### src/rtl/fetch_pkg.sv
// Shared types and constants for the instruction fetch stage.
// Imported by the fetch FSM top and its timeout counter.
package fetch_pkg;

    localparam int          DEF_TIMEOUT_CYC = 64;
    localparam logic [31:0] NOP_INSTR       = 32'h0000_0013;
    localparam logic [1:0]  ALIGN_MASK      = 2'b11;

    typedef enum logic [1:0] {
        IDLE = 2'd0,
        REQ  = 2'd1,
        HOLD = 2'd2,
        ERR  = 2'd3
    } fetch_state_e;

endpackage

### src/rtl/fetch_timeout_ctr.sv
// Saturating cycle counter for a pending memory request; flags the cycle
// in which the TIMEOUT_CYC-th consecutive enabled cycle completes.
module fetch_timeout_ctr
    import fetch_pkg::*;
#(
    parameter int TIMEOUT_CYC = DEF_TIMEOUT_CYC
) (
    input  logic clk,
    input  logic reset,
    input  logic clear,
    input  logic enable,
    output logic expired
);

    localparam int              CNT_W    = $clog2(TIMEOUT_CYC + 1);
    localparam logic [CNT_W-1:0] CNT_MAX  = CNT_W'(TIMEOUT_CYC);
    localparam logic [CNT_W-1:0] CNT_LAST = CNT_W'(TIMEOUT_CYC - 1);

    logic [CNT_W-1:0] r_cnt;

    // NOTE: sequential state uses non-blocking assignments so every flop samples pre-edge values.
    always_ff @(posedge clk or posedge reset) begin
        if (reset) begin
            r_cnt <= '0;
        end else if (clear) begin
            r_cnt <= '0;
        end else if (enable && (r_cnt != CNT_MAX)) begin
            r_cnt <= r_cnt + CNT_W'(1);
        end
    end

    // Fires on the edge where the count would reach TIMEOUT_CYC.
    assign expired = enable && !clear && (r_cnt >= CNT_LAST);

endmodule

### src/rtl/instr_fetch_unit.sv
// Fetch stage: takes a PC, issues one imem req/ack transaction and presents
// the returned word to decode; handles misalignment, timeout and flush.
module instr_fetch_unit
    import fetch_pkg::*;
#(
    parameter int ADDR_W      = 32,
    parameter int INSTR_W     = 32,
    parameter int TIMEOUT_CYC = DEF_TIMEOUT_CYC
) (
    input  logic               clk,
    input  logic               reset,
    input  logic [ADDR_W-1:0]  pc_in,
    input  logic               pc_valid,
    output logic               pc_ready,
    input  logic               flush,
    output logic               imem_req,
    output logic [ADDR_W-1:0]  imem_addr,
    input  logic               imem_ack,
    input  logic [INSTR_W-1:0] imem_rdata,
    output logic [INSTR_W-1:0] instr_out,
    output logic [ADDR_W-1:0]  instr_pc,
    output logic               instr_valid,
    input  logic               instr_ready,
    output logic               misalign_err,
    output logic               timeout_err
);

    fetch_state_e       r_state, w_state_n;
    logic [ADDR_W-1:0]  r_pc_q, w_pc_q_n;
    logic               r_imem_req, w_imem_req_n;
    logic [ADDR_W-1:0]  r_imem_addr, w_imem_addr_n;
    logic [INSTR_W-1:0] r_instr_out, w_instr_out_n;
    logic [ADDR_W-1:0]  r_instr_pc, w_instr_pc_n;
    logic               r_instr_valid, w_instr_valid_n;
    logic               r_misalign_err, w_misalign_err_n;
    logic               r_timeout_err, w_timeout_err_n;
    logic               r_drop, w_drop_n;

    logic w_expired;
    logic w_misaligned;
    logic w_in_req;

    assign w_in_req     = (r_state == REQ);
    assign w_misaligned = (pc_in[1:0] & ALIGN_MASK) != 2'b00;

    fetch_timeout_ctr #(
        .TIMEOUT_CYC (TIMEOUT_CYC)
    ) u_timeout_ctr (
        .clk     (clk),
        .reset   (reset),
        .clear   (!w_in_req),
        .enable  (w_in_req),
        .expired (w_expired)
    );

    // NOTE: every signal written here gets a default first, so no path can infer a latch.
    always_comb begin
        w_state_n        = r_state;
        w_pc_q_n         = r_pc_q;
        w_imem_req_n     = r_imem_req;
        w_imem_addr_n    = r_imem_addr;
        w_instr_out_n    = r_instr_out;
        w_instr_pc_n     = r_instr_pc;
        w_instr_valid_n  = r_instr_valid;
        w_misalign_err_n = r_misalign_err;
        w_timeout_err_n  = r_timeout_err;
        w_drop_n         = r_drop;

        unique case (r_state)
            IDLE: begin
                if (pc_valid) begin
                    w_pc_q_n = pc_in;
                    if (w_misaligned) begin
                        w_misalign_err_n = 1'b1;
                        w_state_n        = ERR;
                    end else begin
                        w_imem_req_n  = 1'b1;
                        w_imem_addr_n = pc_in;
                        w_state_n     = REQ;
                    end
                end
            end
            REQ: begin
                // Request stays up until ack or timeout; flush only marks the response as dead.
                if (imem_ack) begin
                    w_imem_req_n = 1'b0;
                    w_drop_n     = 1'b0;
                    if (r_drop || flush) begin
                        w_state_n = IDLE;
                    end else begin
                        w_instr_out_n   = imem_rdata;
                        w_instr_pc_n    = r_pc_q;
                        w_instr_valid_n = 1'b1;
                        w_state_n       = HOLD;
                    end
                end else if (w_expired) begin
                    w_imem_req_n    = 1'b0;
                    w_timeout_err_n = 1'b1;
                    w_drop_n        = 1'b0;
                    w_state_n       = ERR;
                end else if (flush) begin
                    w_drop_n = 1'b1;
                end
            end
            HOLD: begin
                if (flush || instr_ready) begin
                    w_instr_valid_n = 1'b0;
                    w_state_n       = IDLE;
                end
            end
            ERR: begin
                if (flush) begin
                    w_misalign_err_n = 1'b0;
                    w_timeout_err_n  = 1'b0;
                    w_state_n        = IDLE;
                end
            end
            default: w_state_n = IDLE;
        endcase
    end

    // NOTE: no storage arrays here, so every register is reset; the async reset also drops imem_req mid-cycle.
    always_ff @(posedge clk or posedge reset) begin
        if (reset) begin
            r_state        <= IDLE;
            r_pc_q         <= '0;
            r_imem_req     <= 1'b0;
            r_imem_addr    <= '0;
            r_instr_out    <= INSTR_W'(NOP_INSTR);
            r_instr_pc     <= '0;
            r_instr_valid  <= 1'b0;
            r_misalign_err <= 1'b0;
            r_timeout_err  <= 1'b0;
            r_drop         <= 1'b0;
        end else begin
            r_state        <= w_state_n;
            r_pc_q         <= w_pc_q_n;
            r_imem_req     <= w_imem_req_n;
            r_imem_addr    <= w_imem_addr_n;
            r_instr_out    <= w_instr_out_n;
            r_instr_pc     <= w_instr_pc_n;
            r_instr_valid  <= w_instr_valid_n;
            r_misalign_err <= w_misalign_err_n;
            r_timeout_err  <= w_timeout_err_n;
            r_drop         <= w_drop_n;
        end
    end

    assign pc_ready     = (r_state == IDLE);
    assign imem_req     = r_imem_req;
    assign imem_addr    = r_imem_addr;
    assign instr_out    = r_instr_out;
    assign instr_pc     = r_instr_pc;
    assign instr_valid  = r_instr_valid;
    assign misalign_err = r_misalign_err;
    assign timeout_err  = r_timeout_err;

endmodule

### config.mk
export PLATFORM = sky130hd
export DESIGN_NAME = instr_fetch_unit
export DESIGN_NICKNAME = d
export VERILOG_FILES = /design/src/rtl/fetch_pkg.sv /design/src/rtl/fetch_timeout_ctr.sv /design/src/rtl/instr_fetch_unit.sv
export SDC_FILE = /design/constraint.sdc
export NUM_CORES = 1
export LEC_CHECK = 0
export BUFFER_PORTS_ARGS = -buffer_cell sky130_fd_sc_hd__buf_2
export CORE_AREA = 2 2 154 156
export CTS_CLUSTER_DIAMETER = 40
export DETAILED_ROUTE_END_ITERATION = 8
export DIE_AREA = 0 0 156 158
export PLACE_DENSITY = 0.55
export SLEW_MARGIN = 40
export SYNTH_ARGS = -nofsm -noshare
export SYNTH_HDL_FRONTEND = slang
export SYNTH_SLANG_ARGS = --single-unit
export TNS_END_PERCENT = 20
### constraint.sdc
create_clock -name clk -period 10 [get_ports clk]
set_input_delay 0.5 -clock clk [delete_from_list [all_inputs] [get_ports clk]]
set_output_delay 0.5 -clock clk [all_outputs]
set_load 0.03 [all_outputs]
; ---- After elaboration in Yosys (flattened, before gate mapping)
; Cells that the tools add are included.
[classes]
n_eq_ne = 15
reduce_logical = 20
addsub = 1
muxes = 29
magnitude_cmp = 1
n_bitwise = 2
[op_table]
columns = cell, n
row1 = $reduce_and A4 Y1, 5
row2 = $ne A2 B2 Y1 const B, 9
row3 = $mux W1, 15
row4 = $mux W2, 7
row5 = $mux W7, 2
row6 = $reduce_bool A2 Y1, 5
row7 = $pmux W1 S2, 4
row8 = $pmux W2 S4, 1
row9 = $add A7 B1 Y7 const B, 1
row10 = $ge A7 B6 Y1 const B, 1
row11 = $ne A7 B7 Y1 const B, 1
row12 = $reduce_and A3 Y1, 2
row13 = $eq A2 B2 Y1 const B, 2
row14 = $reduce_and A2 Y1, 2
row15 = $ne A3 B3 Y1 const B, 1
row16 = $reduce_bool A3 Y1, 1
row17 = $eq A2 B1 Y1 const B, 1
row18 = $logic_and A1 B1 Y1, 2
row19 = $logic_not A2 Y1, 1
row20 = $logic_or A1 B1 Y1, 2
row21 = $ne A2 B1 Y1 const B, 1
row22 = $not A1 Y1, 2
[word_totals]
output_inout_bits = 101
regBits = 142
wordCells = 79
input_bits = 70

; ---- Depth between registers and ports, before layout
[logic_depth]
ltp_word = 5
depth_mapped = 7
mapped_depth_nobuf = 5

; ---- By module
; From an unflattened synthesis, not the netlist that was laid out.
[unflattened]
cells_unflattened = 367
hier_area_um2 = 5799.3
[by_module_without_submodules]
columns = mod, n_inst, seq_area_each_um2, area_per_inst_um2, cells_each
row1 = instr_fetch_unit, 1, 3382.0, 5335.1, 317
row2 = fetch_timeout_ctr, 1, 175.2, 464.2, 50

; ---- Worst setup path after synthesis
; OpenSTA, ideal clock, no wires.
[synth_path]
path_type = register to register
start = register r_state[0]
end = register r_pc_q[10]
setup_slack_ps = 8003
t_required_ps = 9875
setup_ps = 125
t_arrival_ps = 1872
period_less_slack_ps = 1997
n_path_buf = 3
path_stages_with_launch = 7
path_cell_list = dfrtp_1 buf_2 nor2_1 and2_1 buf_2 buf_2 mux2_2
[synth_between]
elab_chain_len = 2
[synth_lines]
columns = element, line
row1 = from (decl), instr_fetch_unit.sv:28  ; fetch_state_e r_state, w_state_n;
row2 = from (signal assigned), instr_fetch_unit.sv:136  ; r_state <= w_state_n;
row3 = $logic_not A2 Y1, n/a
row4 = named net pc_ready, instr_fetch_unit.sv:14  ; output logic pc_ready,
row5 = $reduce_and A2 Y1 (no line), n/a
row6 = to (signal assigned), instr_fetch_unit.sv:137  ; r_pc_q <= w_pc_q_n;
row7 = to (decl), instr_fetch_unit.sv:29  ; logic [ADDR_W-1:0] r_pc_q, w_pc_q_n;
; The timed path passes the listed nets, and every way through them passes these cells.
; A chain may end at the register's enable or synchronous reset.

; ---- Final worst setup path
[layout_path]
start = register r_state[1]
end = register r_instr_out[26] (netlist: instr_out[26])
[layout_between]
elab_chain_len = 2
[layout_lines]
columns = element, line
row1 = $eq A2 B1 Y1, instr_fetch_unit.sv:69  ; unique case (r_state)
row2 = $reduce_and A3 Y1 (no line), n/a
row3 = to (signal assigned), instr_fetch_unit.sv:129  ; r_instr_out <= INSTR_W'(NOP_INSTR);
row4 = to (signal assigned), instr_fetch_unit.sv:140  ; r_instr_out <= w_instr_out_n;
row5 = to (decl), instr_fetch_unit.sv:32  ; logic [INSTR_W-1:0] r_instr_out, w_instr_out_n;
; Every way passes these cells.

==> impl_metrics.py <==
metrics = {
    "finish": {
        "final_cell_area_um2": 7470,
        "nNetsFinal": 595,
        "nFillCells": 2284,
        "final_util_pct": 32.4,
        "fin_cells": 826,
        "drive_gt1_share_pct": 64.0,
        "area_growth_pct": 31.3,
        "diodes": 0,
    },
    "synthesis": {
        "synthTopCellsByArea": "dfrtp_1 (61%), mux2_2 (15%), mux2_4 (13%), dfstp_2 (1.4%), buf_6 (1.4%)",
        "synth_seq_cells": 142,
        "async_flop_share_pct": 100,
        "yosys.area_share.simple_pct": 3.12,
        "synth_compound_area_share_pct": 2.11,
        "syn_area_um2": 5690,
        "muxShareOfSynthArea_pct": 28.3,
        "synth_adder_area_share_pct": 0.440,
        "synth_top_family_by_area": "multiplexers",
        "syn_inst": 349,
        "synth-edff-count": 0,
        "ys_seq_area_share_pct": 62.5,
        "synth_largest_area_cell": "dfrtp_1",
        "synth-main-ff-cell": "dfrtp_1",
        "synth_top_area_share_pct": 61.1,
        "syn-mean-instance-area_um2": 16.3,
        "syn-num-nets": 421,
        "synth_top_cells_by_count": "dfrtp_1 (139), mux2_2 (77), mux2_4 (49)",
        "yosysMostFrequentCell": "dfrtp_1",
        "synthXorXnorAreaFrac_pct": 0.770,
        "yosys_warnings": 0,
        "synth.distinct_cells": 35,
    },
    "timing": {
        "setup_tns_ns": 0,
        "finalWorstPathRequiredPeriod_ns": 2.50,
        "holdWs_ns": 0.169,
        "relSlewSlack_pct": 48.9,
        "tightest_slew_ns": 0.766,
        "drv_slew": 0,
        "fin_crit_sh_pct": 25.0,
        "setup_viol": 0,
        "finalClockSkew_ns": 0.00768,
        "rsz0062_at_grt": "false",
        "max_freq_mhz": 401,
        "hold_violations": 0,
        "worst_slack_ns": 7.50,
    },
    "grt": {
        "grtUsageMet1_pct": 13.2,
        "grt_pass1_wl_mm": 19.5,
        "grt_pass1_vias": 3607,
        "grt_overflow": 0,
        "grt_max_degree": 75,
        "grtUsageMet2_pct": 16.1,
        "grt_util_all_layers_pct": 10.3,
        "use_met3_pct": 3.50,
        "antenna_found_initial": 0,
        "gr-max-usage-layer": "met2",
    },
    "worst_setup_path": {
        "path_depth": 4,
        "crit_path_max_fanout": 45,
        "crit_family": "simple AND/OR/NAND/NOR gates",
        "crit_slowest_cell": "buf_4",
        "crit_type": "reg2reg",
        "cp-endpoint": "instr_out[26]$_DFFE_PP0P_",
        "reg2reg_slack_ns": 7.50,
        "worstSetupStartpointType": "flop",
        "crit_required_ns": 10.29,
        "endpoint_kind": "flop",
        "startpoint": "r_state[1]$_DFFE_PP0P_",
        "critical_path_buf_inv_count": 1,
        "r2r-start": "r_state[1]$_DFFE_PP0P_",
        "crit_path_max_incr_delay_ns": 0.69,
        "reg2reg_to": "instr_out[26]$_DFFE_PP0P_",
        "arrival_ns": 2.79,
        "path_cells": "nand2b_4 > or4_4 > buf_4 > mux2_2",
        "r2r_cells": 4,
    },
    "placed_design": {
        "dp.cells": 794,
        "post-place-ws_ns": 7.48,
        "io_buffers": 170,
        "gp_congestion": 0.696,
        "place_area_um2": 6800,
        "hpwlAfterDp_mm": 8.38,
    },
    "clocking": {
        "clock_path_buffers": 2,
        "worstSkewPairLatency_ns": 0.41,
        "cts_root_buf": "clkbuf_16",
        "cts_tree": "built",
        "cts_sinks": 142,
        "post_cts_resize_count": 0,
        "htreeDepth": 4,
        "cts_setup_buffers": 0,
        "clk_pin_slew_worst_paths_ns": 0.06,
        "cts-buffers-inserted": 17,
        "cts_hold_buf": 0,
    },
    "floorplanning": {
        "fp.coreArea_um2": 23100,
        "die_area_um2": 24600,
        "die_x_um": 156,
        "initial_core_util_pct": 24.7,
        "placement_rows": 56,
        "die_h_um": 158,
        "pin_count": 171,
    },
    "drt": {
        "wire_per_inst_um": 15.1,
        "dr.pass1.iters": 4,
        "ant_nets": 0,
        "routed_wl_mm": 12.4,
        "drt_iter0_drc": 173,
        "vias": 3391,
        "drc": 0,
        "viasPerCell": 4.11,
    },
    "status": {
        "outcome": "finished, final reports clean",
    },
    "power": {
        "p_leak_nw": 3.77,
        "total_power_mw": 2.76,
        "power.density_nw_per_um2": 370,
        "peakVddDrop_mv": 0.146,
    },
    "run": {
        "max-cap-violations": 0,
    },
    "hold_path": {
        "hold_class": "in2async",
    },
}
==> power by group <==
part           leakage (nW)  switching, mW  internal [mW]  total [mW]
combinational          1.71          0.620          0.439        1.06
sequential             1.74          0.150          0.845       0.994
clock                 0.324          0.250          0.458       0.708
==> registers in the layout, indices dropped and copies added, names as in the netlist <==
name	count
instr_out	32
r_state	2
r_drop	1
imem_addr	32
misalign_err	1
imem_req	1
timeout_err	1
r_pc_q	32
instr_valid	1
instr_pc	32
u_timeout_ctr.r_cnt	7
==> area by class of cell <==
cell class,count,area (um^2),area share [%]
timing repair buffer,172,870,11.6
clock inverter,13,211,2.83
inverter,7,31.3,0.419
sequential,142,3560,47.6
multi-input combinational,183,1990,26.6
tap,290,363,4.86
clock buffer,19,453,6.06
==> cells in the final DEF (no fill, tap or decap), types with 2 or more instances in the layout <==
master / netlist / routed
bufinv_16: 0 / 5
ha_1: 2 / 2
clkinv_4: 0 / 4
mux2_4: 49 / 49
nand2b_1: 3 / 3
nand3_1: 5 / 5
nand2_1: 3 / 3
nor2_1: 10 / 10
a31o_2: 2 / 2
buf_2: 9 / 170
and2_1: 3 / 2
mux2_2: 77 / 77
xor2_1: 4 / 4
o211ai_1: 2 / 2
dfrtp_1: 139 / 139
clkinv_2: 0 / 2
a21oi_1: 5 / 5
inv_1: 7 / 6
a31oi_1: 2 / 2
inv_6: 0 / 2
clkbuf_8: 0 / 2
clkbuf_16: 0 / 17
dfstp_2: 3 / 3
==> worst min-delay path by stage <==
stage | from | endpoint | slack [ns] | cells after the start
floorplan | r_drop$_DFFE_PP0P_ | r_drop$_DFFE_PP0P_ | 0.48 | 1
global placement | instr_valid$_DFFE_PP0P_ | instr_valid$_DFFE_PP0P_ | 0.46 | 2
detailed placement | instr_valid$_DFFE_PP0P_ | instr_valid$_DFFE_PP0P_ | 0.47 | 2
CTS | reset | imem_addr[12]$_DFFE_PP0P_ | 0.19 | 2
global route | reset | r_pc_q[11]$_DFFE_PP0P_ | 0.21 | 2
finish | reset | r_pc_q[13]$_DFFE_PP0P_ | 0.17 | 2
==> layer usage <==
metal / share of wire (%) / routed length, um
met4: 1.0 / 129
met3: 7.4 / 915
met5: 0 / 0
met2: 46 / 5690
met1: 46 / 5710
==> cells by family (layout without fill, tap and decap cells) <==
family	count (synthesis)	in the layout
xor+xnor	5	5
mux	127	127
compound gates	17	17
flops	142	142
simple gates	32	32
fa+ha+maj	2	2
buf+inv	24	211
(Power assumes the default switching activity.)
